--- config.mk ---
export PLATFORM = sky130hd
export DESIGN_NAME = sim_sram_tap
export DESIGN_NICKNAME = d
export VERILOG_FILES = /design/src/rtl/sim_sram_tap.sv
export SDC_FILE = /design/constraint.sdc
export NUM_CORES = 1
export LEC_CHECK = 0
export CORE_ASPECT_RATIO = 1.75
export CORE_MARGIN = 5
export CORE_UTILIZATION = 45
export CTS_BUF_LIST = sky130_fd_sc_hd__clkbuf_8
export CTS_CLUSTER_DIAMETER = 150
export DETAILED_ROUTE_END_ITERATION = 8
export GPL_TIMING_DRIVEN = 0
export PLACE_DENSITY = 0.66
export SLEW_MARGIN = 0
export SYNTH_ARGS = -nofsm -noshare
export SYNTH_HDL_FRONTEND = slang
export SYNTH_SLANG_ARGS = --single-unit
--- constraint.sdc ---
create_clock -name clk_i -period 24.8 [get_ports clk_i]
set_input_delay 4.96 -clock clk_i [delete_from_list [all_inputs] [get_ports clk_i]]
set_output_delay 4.96 -clock clk_i [all_outputs]
set_load 0.02 [all_outputs]
--- src/rtl/sim_sram_tap.sv ---
// TL-UL interceptor: requests inside a programmable address window are served by a small local SRAM.
// All other requests pass through to the fabric, and window writes are reported on an observation port.
module sim_sram_tap #(
   parameter int unsigned AddrW          = 32,
   parameter int unsigned DataW          = 32,
   parameter int unsigned SrcW           = 8,
   parameter int unsigned Depth          = 16,
   parameter int unsigned MaxOutstanding = 15
) (
   input  logic             clk_i,
   input  logic             rst_i,
   input  logic [AddrW-1:0] start_addr_i,
   // host A channel
   input  logic             h_a_valid_i,
   output logic             h_a_ready_o,
   input  logic [2:0]       h_a_opcode_i,
   input  logic [AddrW-1:0] h_a_address_i,
   input  logic [DataW-1:0] h_a_data_i,
   input  logic [3:0]       h_a_mask_i,
   input  logic [1:0]       h_a_size_i,
   input  logic [SrcW-1:0]  h_a_source_i,
   // host D channel
   output logic             h_d_valid_o,
   input  logic             h_d_ready_i,
   output logic [2:0]       h_d_opcode_o,
   output logic [DataW-1:0] h_d_data_o,
   output logic [1:0]       h_d_size_o,
   output logic [SrcW-1:0]  h_d_source_o,
   output logic             h_d_error_o,
   // fabric A channel
   output logic             f_a_valid_o,
   input  logic             f_a_ready_i,
   output logic [2:0]       f_a_opcode_o,
   output logic [AddrW-1:0] f_a_address_o,
   output logic [DataW-1:0] f_a_data_o,
   output logic [3:0]       f_a_mask_o,
   output logic [1:0]       f_a_size_o,
   output logic [SrcW-1:0]  f_a_source_o,
   // fabric D channel
   input  logic             f_d_valid_i,
   output logic             f_d_ready_o,
   input  logic [2:0]       f_d_opcode_i,
   input  logic [DataW-1:0] f_d_data_i,
   input  logic [1:0]       f_d_size_i,
   input  logic [SrcW-1:0]  f_d_source_i,
   input  logic             f_d_error_i,
   // observation port
   output logic             wr_valid_o,
   output logic [AddrW-1:0] wr_addr_o,
   output logic [DataW-1:0] wr_data_o
);
   localparam int unsigned   IdxW         = (Depth > 1) ? $clog2(Depth) : 1;
   localparam logic [AddrW:0] WinBytes    = (AddrW+1)'(Depth * 4);
   localparam logic [3:0]    MaxCnt       = 4'(MaxOutstanding);
   localparam logic [2:0]    OpPutFull    = 3'd0;
   localparam logic [2:0]    OpPutPartial = 3'd1;
   localparam logic [2:0]    OpGet        = 3'd4;
   localparam logic [2:0]    OpAck        = 3'd0;
   localparam logic [2:0]    OpAckData    = 3'd1;

   logic [DataW-1:0] mem [Depth];

   logic             local_pend_q, local_pend_d;
   logic [2:0]       rsp_op_q, rsp_op_d;
   logic [DataW-1:0] rsp_data_q, rsp_data_d;
   logic [1:0]       rsp_size_q, rsp_size_d;
   logic [SrcW-1:0]  rsp_src_q, rsp_src_d;
   logic             rsp_err_q, rsp_err_d;
   logic [3:0]       fwd_cnt_q, fwd_cnt_d;

   logic [AddrW:0]   addr_ext, base_ext;
   logic [IdxW-1:0]  idx;
   logic             hit, is_put, is_get, fwd_ok, local_acc, fwd_inc, fwd_dec;

   // Extra top bit keeps the window end from wrapping at the top of the address space.
   assign addr_ext = {1'b0, h_a_address_i};
   assign base_ext = {1'b0, start_addr_i};
   assign hit      = (addr_ext >= base_ext) && (addr_ext < (base_ext + WinBytes));
   assign idx      = IdxW'((h_a_address_i - start_addr_i) >> 2);
   assign is_put   = (h_a_opcode_i == OpPutFull) || (h_a_opcode_i == OpPutPartial);
   assign is_get   = (h_a_opcode_i == OpGet);

   assign f_a_opcode_o  = h_a_opcode_i;
   assign f_a_address_o = h_a_address_i;
   assign f_a_data_o    = h_a_data_i;
   assign f_a_mask_o    = h_a_mask_i;
   assign f_a_size_o    = h_a_size_i;
   assign f_a_source_o  = h_a_source_i;

   always_comb begin
      fwd_ok      = !local_pend_q && (fwd_cnt_q != MaxCnt);
      f_a_valid_o = !rst_i && h_a_valid_i && !hit && fwd_ok;
      // Local requests wait for all forwarded responses so ordering is preserved.
      if (hit) h_a_ready_o = !rst_i && !local_pend_q && (fwd_cnt_q == 4'd0);
      else     h_a_ready_o = !rst_i && f_a_ready_i && fwd_ok;
      local_acc  = h_a_valid_i && hit && h_a_ready_o;
      wr_valid_o = local_acc && is_put;
      wr_addr_o  = h_a_address_i;
      wr_data_o  = h_a_data_i;

      if (local_pend_q) begin
         h_d_valid_o  = 1'b1;
         h_d_opcode_o = rsp_op_q;
         h_d_data_o   = rsp_data_q;
         h_d_size_o   = rsp_size_q;
         h_d_source_o = rsp_src_q;
         h_d_error_o  = rsp_err_q;
         f_d_ready_o  = 1'b0;
      end else begin
         h_d_valid_o  = f_d_valid_i && !rst_i;
         h_d_opcode_o = f_d_opcode_i;
         h_d_data_o   = f_d_data_i;
         h_d_size_o   = f_d_size_i;
         h_d_source_o = f_d_source_i;
         h_d_error_o  = f_d_error_i;
         f_d_ready_o  = h_d_ready_i;
      end

      fwd_inc   = f_a_valid_o && f_a_ready_i;
      fwd_dec   = f_d_valid_i && f_d_ready_o;
      fwd_cnt_d = fwd_cnt_q;
      if (fwd_inc && !fwd_dec)      fwd_cnt_d = fwd_cnt_q + 4'd1;
      else if (!fwd_inc && fwd_dec) fwd_cnt_d = fwd_cnt_q - 4'd1;

      local_pend_d = local_pend_q;
      rsp_op_d     = rsp_op_q;
      rsp_data_d   = rsp_data_q;
      rsp_size_d   = rsp_size_q;
      rsp_src_d    = rsp_src_q;
      rsp_err_d    = rsp_err_q;
      if (local_acc) begin
         local_pend_d = 1'b1;
         rsp_op_d     = is_get ? OpAckData : OpAck;
         rsp_data_d   = is_get ? mem[idx] : '0;
         rsp_size_d   = h_a_size_i;
         rsp_src_d    = h_a_source_i;
         rsp_err_d    = !(is_put || is_get);
      end else if (local_pend_q && h_d_ready_i) begin
         local_pend_d = 1'b0;
      end
   end

   always_ff @(posedge clk_i or posedge rst_i) begin
      if (rst_i) begin
         local_pend_q <= 1'b0;
         rsp_op_q     <= '0;
         rsp_data_q   <= '0;
         rsp_size_q   <= '0;
         rsp_src_q    <= '0;
         rsp_err_q    <= 1'b0;
         fwd_cnt_q    <= '0;
      end else begin
         local_pend_q <= local_pend_d;
         rsp_op_q     <= rsp_op_d;
         rsp_data_q   <= rsp_data_d;
         rsp_size_q   <= rsp_size_d;
         rsp_src_q    <= rsp_src_d;
         rsp_err_q    <= rsp_err_d;
         fwd_cnt_q    <= fwd_cnt_d;
      end
   end

   always_ff @(posedge clk_i or posedge rst_i) begin
      if (rst_i) begin
         for (int i = 0; i < int'(Depth); i++) mem[i] <= '0;
      end else if (wr_valid_o) begin
         for (int b = 0; b < 4; b++) begin
            if (h_a_mask_i[b]) mem[idx][8*b +: 8] <= h_a_data_i[8*b +: 8];
         end
      end
   end

endmodule

Yosys cells after proc, flatten, opt, wreduce, memory -nomap -nowiden:

Cells that the tools add are included.

* register bits after elaboration: 563
* input bits: 165
* output and inout port bits: 196
* logic and storage cells: 102

* $add $sub $neg: 4
* $lt $le $gt $ge: 4
* eq/ne operators: 3
* mux-type cells: 36
* bitwise logic cells: 1
* reduce and logical (&&, ||, !) cells: 31

Operators by type and width (number)
* two-way mux 512 bit: 7
* bitwise mux 512 bit: 4
* demux 32 bit (select 4 bit): 4
* two-way mux 32 bit: 5
* binary-select mux 32 bit (select 4 bit): 1
* adder 32 x 7 -> 33 bit (second input constant): 1
* less-than comparator 32 x 33 -> 1 bit: 1
* greater-or-equal comparator 32 bit: 1
* two-way mux 24 bit: 1
* logical AND 1 bit: 19
* two-way mux 16 bit: 1
* two-way mux 8 bit: 2
* two-way mux 4 bit: 2
* two-way mux 1 bit: 7
* logical NOT 1 bit: 6
* subtractor 6 bit: 1
* greater-or-equal comparator 5 bit (second input constant): 1
* less-than comparator 5 x 1 -> 1 bit (second input constant): 1
* NOT 4 -> 5 bit: 1
* adder 4 x 1 -> 4 bit (second input constant): 1
* logical NOT 4 bit: 1
* != test 4 bit (second input constant): 1
* nonzero test 2 bit: 2
* subtractor 4 x 1 -> 4 bit (second input constant): 1
* 6 further kinds: 7

Depth between registers and ports, before layout:

Gate-level depths: netlist (run 1).

* depth after elaboration: 17
* depth in mapped cells: 24

Worst setup path before layout (run 1):

Ideal clock, no wire load.

* path kind: input-to-output
* from: input port rst_i
* to: output port h_d_valid_o
* arrival time: 17.176 ns
* required time: 19.840 ns
* setup slack: 2.664 ns
* cell stages on the path: 2
* buffers on the path: 0
* cells stage by stage: inv_1 a21o_1

* word-level cells in the longest chain between the ends: 3

RTL lines
* from (decl): RTL line 11 `input logic rst_i,`
* logical NOT 1 bit (no source line)
* logical AND 1 bit: RTL line 110 `h_d_valid_o = f_d_valid_i && !rst_i;`
* two-way mux 1 bit: RTL line 101 `if (local_pend_q) begin`
* to (decl): RTL line 23 `output logic h_d_valid_o,`

Every way passes these cells.

Worst setup path in the final report (run 1):

* from: input port start_addr_i[6]
* to: output port h_a_ready_o

* word-level cells in the longest chain between the ends: 4
* elaborated cells between the ends (all ways): 5
* those cells by class: 1 x add/sub; 2 x order compare; 1 x mux; 1 x reduce/logical

RTL lines
* from (decl): RTL line 12 `input logic [AddrW-1:0] start_addr_i,`
* adder 32 x 7 -> 33 bit: RTL line 78 `assign hit = (addr_ext >= base_ext) && (addr_ext < (base_ext + WinBytes));`
* less-than comparator 32 x 33 -> 1 bit: RTL line 78
* logical AND 1 bit (*): RTL line 78
* two-way mux 1 bit (*): RTL line 94 `if (hit) h_a_ready_o = !rst_i && !local_pend_q && (fwd_cnt_q == 4'd0);`
* to (decl): RTL line 15 `output logic h_a_ready_o,`

Mark *: on every way between the ends. The rest lies on a longest branch, timed or not.

==> results.cfg, run 1 <==
[logic_synthesis]
ys_warn_count = 0
synth_nets = 3035
synth_area_leaders = dfrtp_1 43%, mux2_2 20%, buf_4 3.5%, nand4_4 3.4%, mux2_4 3.3%
yosysUniqueCellTypes = 67
synth_top_area_share = 0.435
synth_top_area_cell = dfrtp_1
syn_area_per_cell_sq_um = 11.5
postSynthCellCount = 2807
ys_seq_area_frac = 0.435
synth.most_common_cell = mux2_2
synth_common_cells = 567 x mux2_2, 561 x dfrtp_1, 253 x nand2_1
synth.cell_area_sq_mm = 0.0323
async_flop_share = 1.00
synth_edf_count = 0
ys_ff_latch = 561
synthFlopType = dfrtp_1

[global_route]
grt_pass1_vias = 26637
grt_overflow = 0
grt_util_all_layers = 0.293
grt_pass1_wl_mm = 169
antenna_found_initial = 5
grt_max_degree = 131

[worst_setup_path]
path_cells = clkdlybuf4s50_1 -> ha_1 -> nand3_1 -> nor3_1 -> nand4_1 -> xnor2_1 -> ha_1 -> nand4_1 -> nor4_1 -> nand3_1 -> nor4_1 -> o31ai_2 -> buf_4 -> buf_2 -> nand2_1 -> mux2i_1 -> clkdlybuf4s50_1
crit_type = in -> out
cpPeakStageDelay_ps = 920
slowest_stage = nor3_1
cp.arrival_ps = 11320
worstPathRequired_ps = 19840
endpoint_kind = output pin
worstSetupStartpointType = primary input
critPathMaxFanout = 10

[place]
port_buffers = 360
gp_congestion = 0.994
dp.cells = 4097
dp_hpwl_mm = 85.0

[detailed_routing]
wl_per_cell_um = 27.6
via_count = 25648
drc = 0
drt_iter0_drc = 2161
vias_per_cell = 6.03
drt_pass1_iterations = 7
drtAntennaViolNets = 0
wirelength_mm = 117

[cells_and_area]
fill_cells = 6150
area_delta_synth_final_pct = 21.0
final_core_util = 0.546
layout.nets = 3488
final_cells = 4252
drive_gt1_frac = 0.313

[timing]
holdWs_ps = 503
relSlewSlack = 0.0841
rsz0062_at_grt = false
drv_slew = 0
clock_skew_ps = 37.6
tightest_slew_ps = 1370
setup_viol = 0
hold_viol = 0
period_minus_slack_ps = 16280
post-route-period-util = 0.656
fmax_mhz = 61.4

[power_and_ir_drop]
peakVddDrop_uv = 41.0
leakagePower_nw = 18.3
p_total_mw = 2.34
power.density_mw_per_mm2 = 59.9

[clock_network]
clkTransAtPathRegs_ps = 60
cts_root_buf = clkbuf_8
cts-root-to-sink-buffers = 3
cts_resized = 0
clk_latency_ps = 700
cts_tree = built
post_cts_buffers = 0
cts_buffers = 85
cts_max_level = 3
holdBufCountCts = 0
cts.sinks = 561

[die]
die_w_um = 213
chipHeight_um = 364
die_area_sq_mm = 0.0775
start_util = 0.451
io_pins = 361
row_count = 130
design.core.area_sq_mm = 0.0716

[status]
status = finished, final reports clean

[worst_hold_path]
hold_class = reg -> reg

[flow_run]
cap_violations = 0
-- critical path, delay by kind of cell --
kind	cells	cell delay [ps]
AND/OR/NAND/NOR	8	3330
buffers and inverters	4	1720
adder cells (fa/ha/maj)	2	530
AO/OA/AOI/OAI	1	360
multiplexers	1	200
XOR/XNOR	1	180
-- placed cells by master (no fill, tap or decap), types with 23 or more instances in the layout --
cell / n
clkbuf_8: 118
o21ai_0: 44
o221ai_1: 41
a21oi_1: 23
nand4_4: 51
clkdlybuf4s50_1: 360
nand4_1: 67
mux2i_1: 73
o211ai_1: 36
nand3_1: 39
nand2_1: 253
inv_1: 65
o2111ai_1: 32
clkbuf_1: 139
xnor2_1: 28
dfrtp_1: 561
buf_2: 29
nor2_1: 181
buf_4: 152
ha_1: 62
mux2_4: 72
mux2_2: 567
o22ai_1: 57
-- routing by layer --
layer	wire, um	vias to the layer above	GRT usage
li1	-	11096	-
met4	12600	2	0.254
met3	7810	441	0.0514
met1	39700	12844	0.314
met2	57100	1265	0.494
met5	13	-	0
-- where the power goes --
group	total [mW]	internal, mW	switching (mW)
clock	0.836	0.454	0.382
combinational	0.558	0.195	0.364
sequential	0.947	0.933	0.0141
total	2.34	1.58	0.760
-- logic make-up (layout without fill, tap and decap cells) --
kind of cell	Yosys count	in the layout	share of synthesized area
simple gates	673	673	0.121
flops	561	561	0.435
fa+ha+maj	63	63	0.0246
mux	712	712	0.254
other cells	0	1	0
compound gates	377	377	0.0901
buf+inv	391	911	0.0676
xor+xnor	30	30	0.00813
-- metrics by stage --
stage | setup slack, ps | instance area, sq um | TNS (ps)
after floorplan | 2660 | 32300 | 0
after global placement | -2090 | 37100 | -916830
after detailed placement | 8450 | 37200 | 0
after CTS | 8420 | 39100 | 0
after global routing | 8280 | 39100 | 0
final | 8520 | 39100 | 0
-- registers in the layout, summed over array words and instances (netlist names) --
| register | count |
|---|---|
| rsp_src_q | 8 |
| rsp_op_q | 1 |
| rsp_err_q | 1 |
| fwd_cnt_q | 4 |
| rsp_size_q | 2 |
| local_pend_q | 1 |
| rsp_data_q | 32 |
| mem | 512 |
-- final timing paths --
check	start	slack [ps]	depth (start not counted)	to
setup reg to reg	fwd_cnt_q[0]	21490	9	mem[433]
max in group asynchronous	rst_i	18140	5	mem[85]
hold / removal	mem[73]	500	1	mem[73]
min in group asynchronous	rst_i	4650	2	local_pend_q
hold reg to reg	mem[73]	500	1	mem[73]
setup / recovery	start_addr_i[6]	8520	17	h_a_ready_o
-- area by class of cell --
type / instances / area [sq um] / area share
diodes: 1 / 2.50 / 0.0000640
clock inverters: 36 / 238 / 0.00608
clock buffers: 118 / 1620 / 0.0415
flip-flops and latches: 561 / 14000 / 0.359
inverters: 42 / 165 / 0.00422
multi-input cells: 1855 / 16100 / 0.412
well taps: 924 / 1160 / 0.0296
repair buffers: 366 / 3750 / 0.0959
plain buffers: 349 / 2030 / 0.0518
No activity file was read; power rests on OpenSTA's default activity.
==> run 2, diff against run 1 <==
- clock period: 24.8 -> 16.1 ns (I/O delays scaled with it)
==> results.cfg, run 2 (synthesized netlist as in run 1, its figures left out) <==
[power_and_ir_drop]
switchingPower_mw = 1.15
peakVddDrop_uv = 57.3
leakagePower_nw = 18.3
power.internal_mw = 2.36
switching_share = 0.327
power.density_mw_per_mm2 = 90.0
p_seq_frac = 0.416
combPwrFrac = 0.247
p_total_mw = 3.51
clkPwrFrac = 0.337

[die]
die_area_sq_mm = 0.0775
design.core.area_sq_mm = 0.0716
die_w_um = 213
chipHeight_um = 364
start_util = 0.451
io_pins = 361
row_count = 130

[worst_setup_path]
r2r-start = fwd_cnt_q[0]
r2r-end = mem[435]
endpoint_kind = output pin
r2r_slack_ps = 12270
crit_type = in -> out
critPathMaxFanout = 10
worstSetupStartpointType = primary input
worstPathRequired_ps = 12880
cp.arrival_ps = 9550
reg2regPathDepth = 8

[clock_network]
cts_buffers = 82
post_cts_buffers = 0
cts.sinks = 561
cts_root_buf = clkbuf_8
cts_resized = 0
clkTransAtPathRegs_ps = 60
holdBufCountCts = 0
clk_latency_ps = 700
cts-root-to-sink-buffers = 3
cts_max_level = 3
cts_tree = built

[cells_and_area]
layout.nets = 3493
drive_gt1_frac = 0.310
most-common-layout-cells = 567 x mux2_2, 561 x dfrtp_1, 360 x clkdlybuf4s50_1
top_regs = mem (512), rsp_data_q (32), rsp_src_q (8)
largest_register_ffs = 512
area_delta_synth_final_pct = 20.7
layout_commonest_cell = mux2_2
largest-register = mem
fill_cells = 6190

[global_route]
antenna_found_initial = 2
grt_overflow = 0
grt_max_degree = 45
grt_pass1_wl_mm = 170
grt_util_all_layers = 0.295
grt_pass1_vias = 26536

[worst_hold_path]
hp-start = fwd_cnt_q[3]
whs_path_depth = 1
hold_class = reg -> reg
worstHoldEndpoint = fwd_cnt_q[3]

[timing]
fmax_mhz = 78.3
clock_skew_ps = 31.7
tightest_slew_ps = 1450
holdWs_ps = 501
drv_slew = 0
post-route-period-util = 0.793
hold_viol = 0
rsz0062_at_grt = false
tns_ps = 0
period_minus_slack_ps = 12770
setup_viol = 0
relSlewSlack = 0.0330

[detailed_routing]
drt_pass1_iterations = 5
via_count = 25441
drt_iter0_drc = 2000
wirelength_mm = 117
vias_per_cell = 6.00
drtAntennaViolNets = 0
drc = 0
wl_per_cell_um = 27.7

[flow_run]
cap_violations = 0

[place]
gp_congestion = 0.962
port_buffers = 360
dp_hpwl_mm = 86.5

[status]
status = finished, final reports clean
-- run 2: cell count changes in the layout (fill, tap and decap cells not counted), sizes merged --
| cell | before | now |
|---|---|---|
| clkinv | 5 | 6 |
| buf | 216 | 224 |
| clkinvlp | 2 | 1 |
| clkbuf | 257 | 243 |
| inv | 68 | 65 |
-- run 2: how the worst max path moves through the flow --
stage	slack, ps	cells after the start	from	endpoint
detailed placement	3340	17	start_addr_i[6]	h_a_ready_o
global placement	-3140	4	rst_i	h_d_valid_o
CTS	3320	17	start_addr_i[6]	h_a_ready_o
floorplan	770	2	rst_i	h_d_valid_o
finish	3330	17	start_addr_i[6]	h_a_ready_o
global route	3210	17	start_addr_i[6]	h_a_ready_o
-- run 2: layout make-up --
class                      count  area (sq um)  area share
antenna                        1          2.50   0.0000642
buffer                       349          2030      0.0519
clock buffer                 104          1430      0.0367
clock inverter                33           215     0.00552
inverter                      42           161     0.00414
multi-input combinational   1855         16100       0.412
sequential                   561         14000       0.360
tap                          924          1160      0.0296
timing repair buffer         374          3880      0.0996
-- run 2: power by group through the flow --
stage                     registers [mW]  clock network (mW)  logic [mW]
final                               1.46                1.18       0.867
after global routing                1.46                1.26       0.903
after CTS                           1.46                1.20       0.849
after detailed placement            1.48                   0       0.846
after global placement              1.49                   0       0.824
after floorplan                     1.48                   0       0.477
-- run 2: metal layers --
layer	global-route usage	wire, um	share of wire
met5	0	13	0.00011
met3	0.0480	7860	0.067
met1	0.320	40200	0.34
met4	0.261	12900	0.11
met2	0.494	56400	0.48
-- run 2: worst max-delay path: stages --
cell	delay, ps
clkdlybuf4s50_1	570
ha_1	220
nand3_1	220
nor3_1	940
nand4_1	210
xnor2_1	180
ha_1	310
nand4_1	180
nor4_1	530
nand3_1	300
nor4_1	760
o31ai_2	360
buf_4	280
buf_2	220
nand2_1	130
mux2i_1	240
clkdlybuf4s50_1	650
-- run 2: per-stage QoR --
step | setup WS [ps] | instance area (sq um) | utilization | std cells
after floorplan | 774 | 32300 | - | 2807
after global placement | -3140 | 37100 | 0.518 | 4091
after detailed placement | 3340 | 37300 | 0.522 | 4105
after CTS | 3320 | 39000 | 0.545 | 4242
after global routing | 3210 | 39000 | 0.545 | 4243
final | 3330 | 39000 | 0.545 | 4243
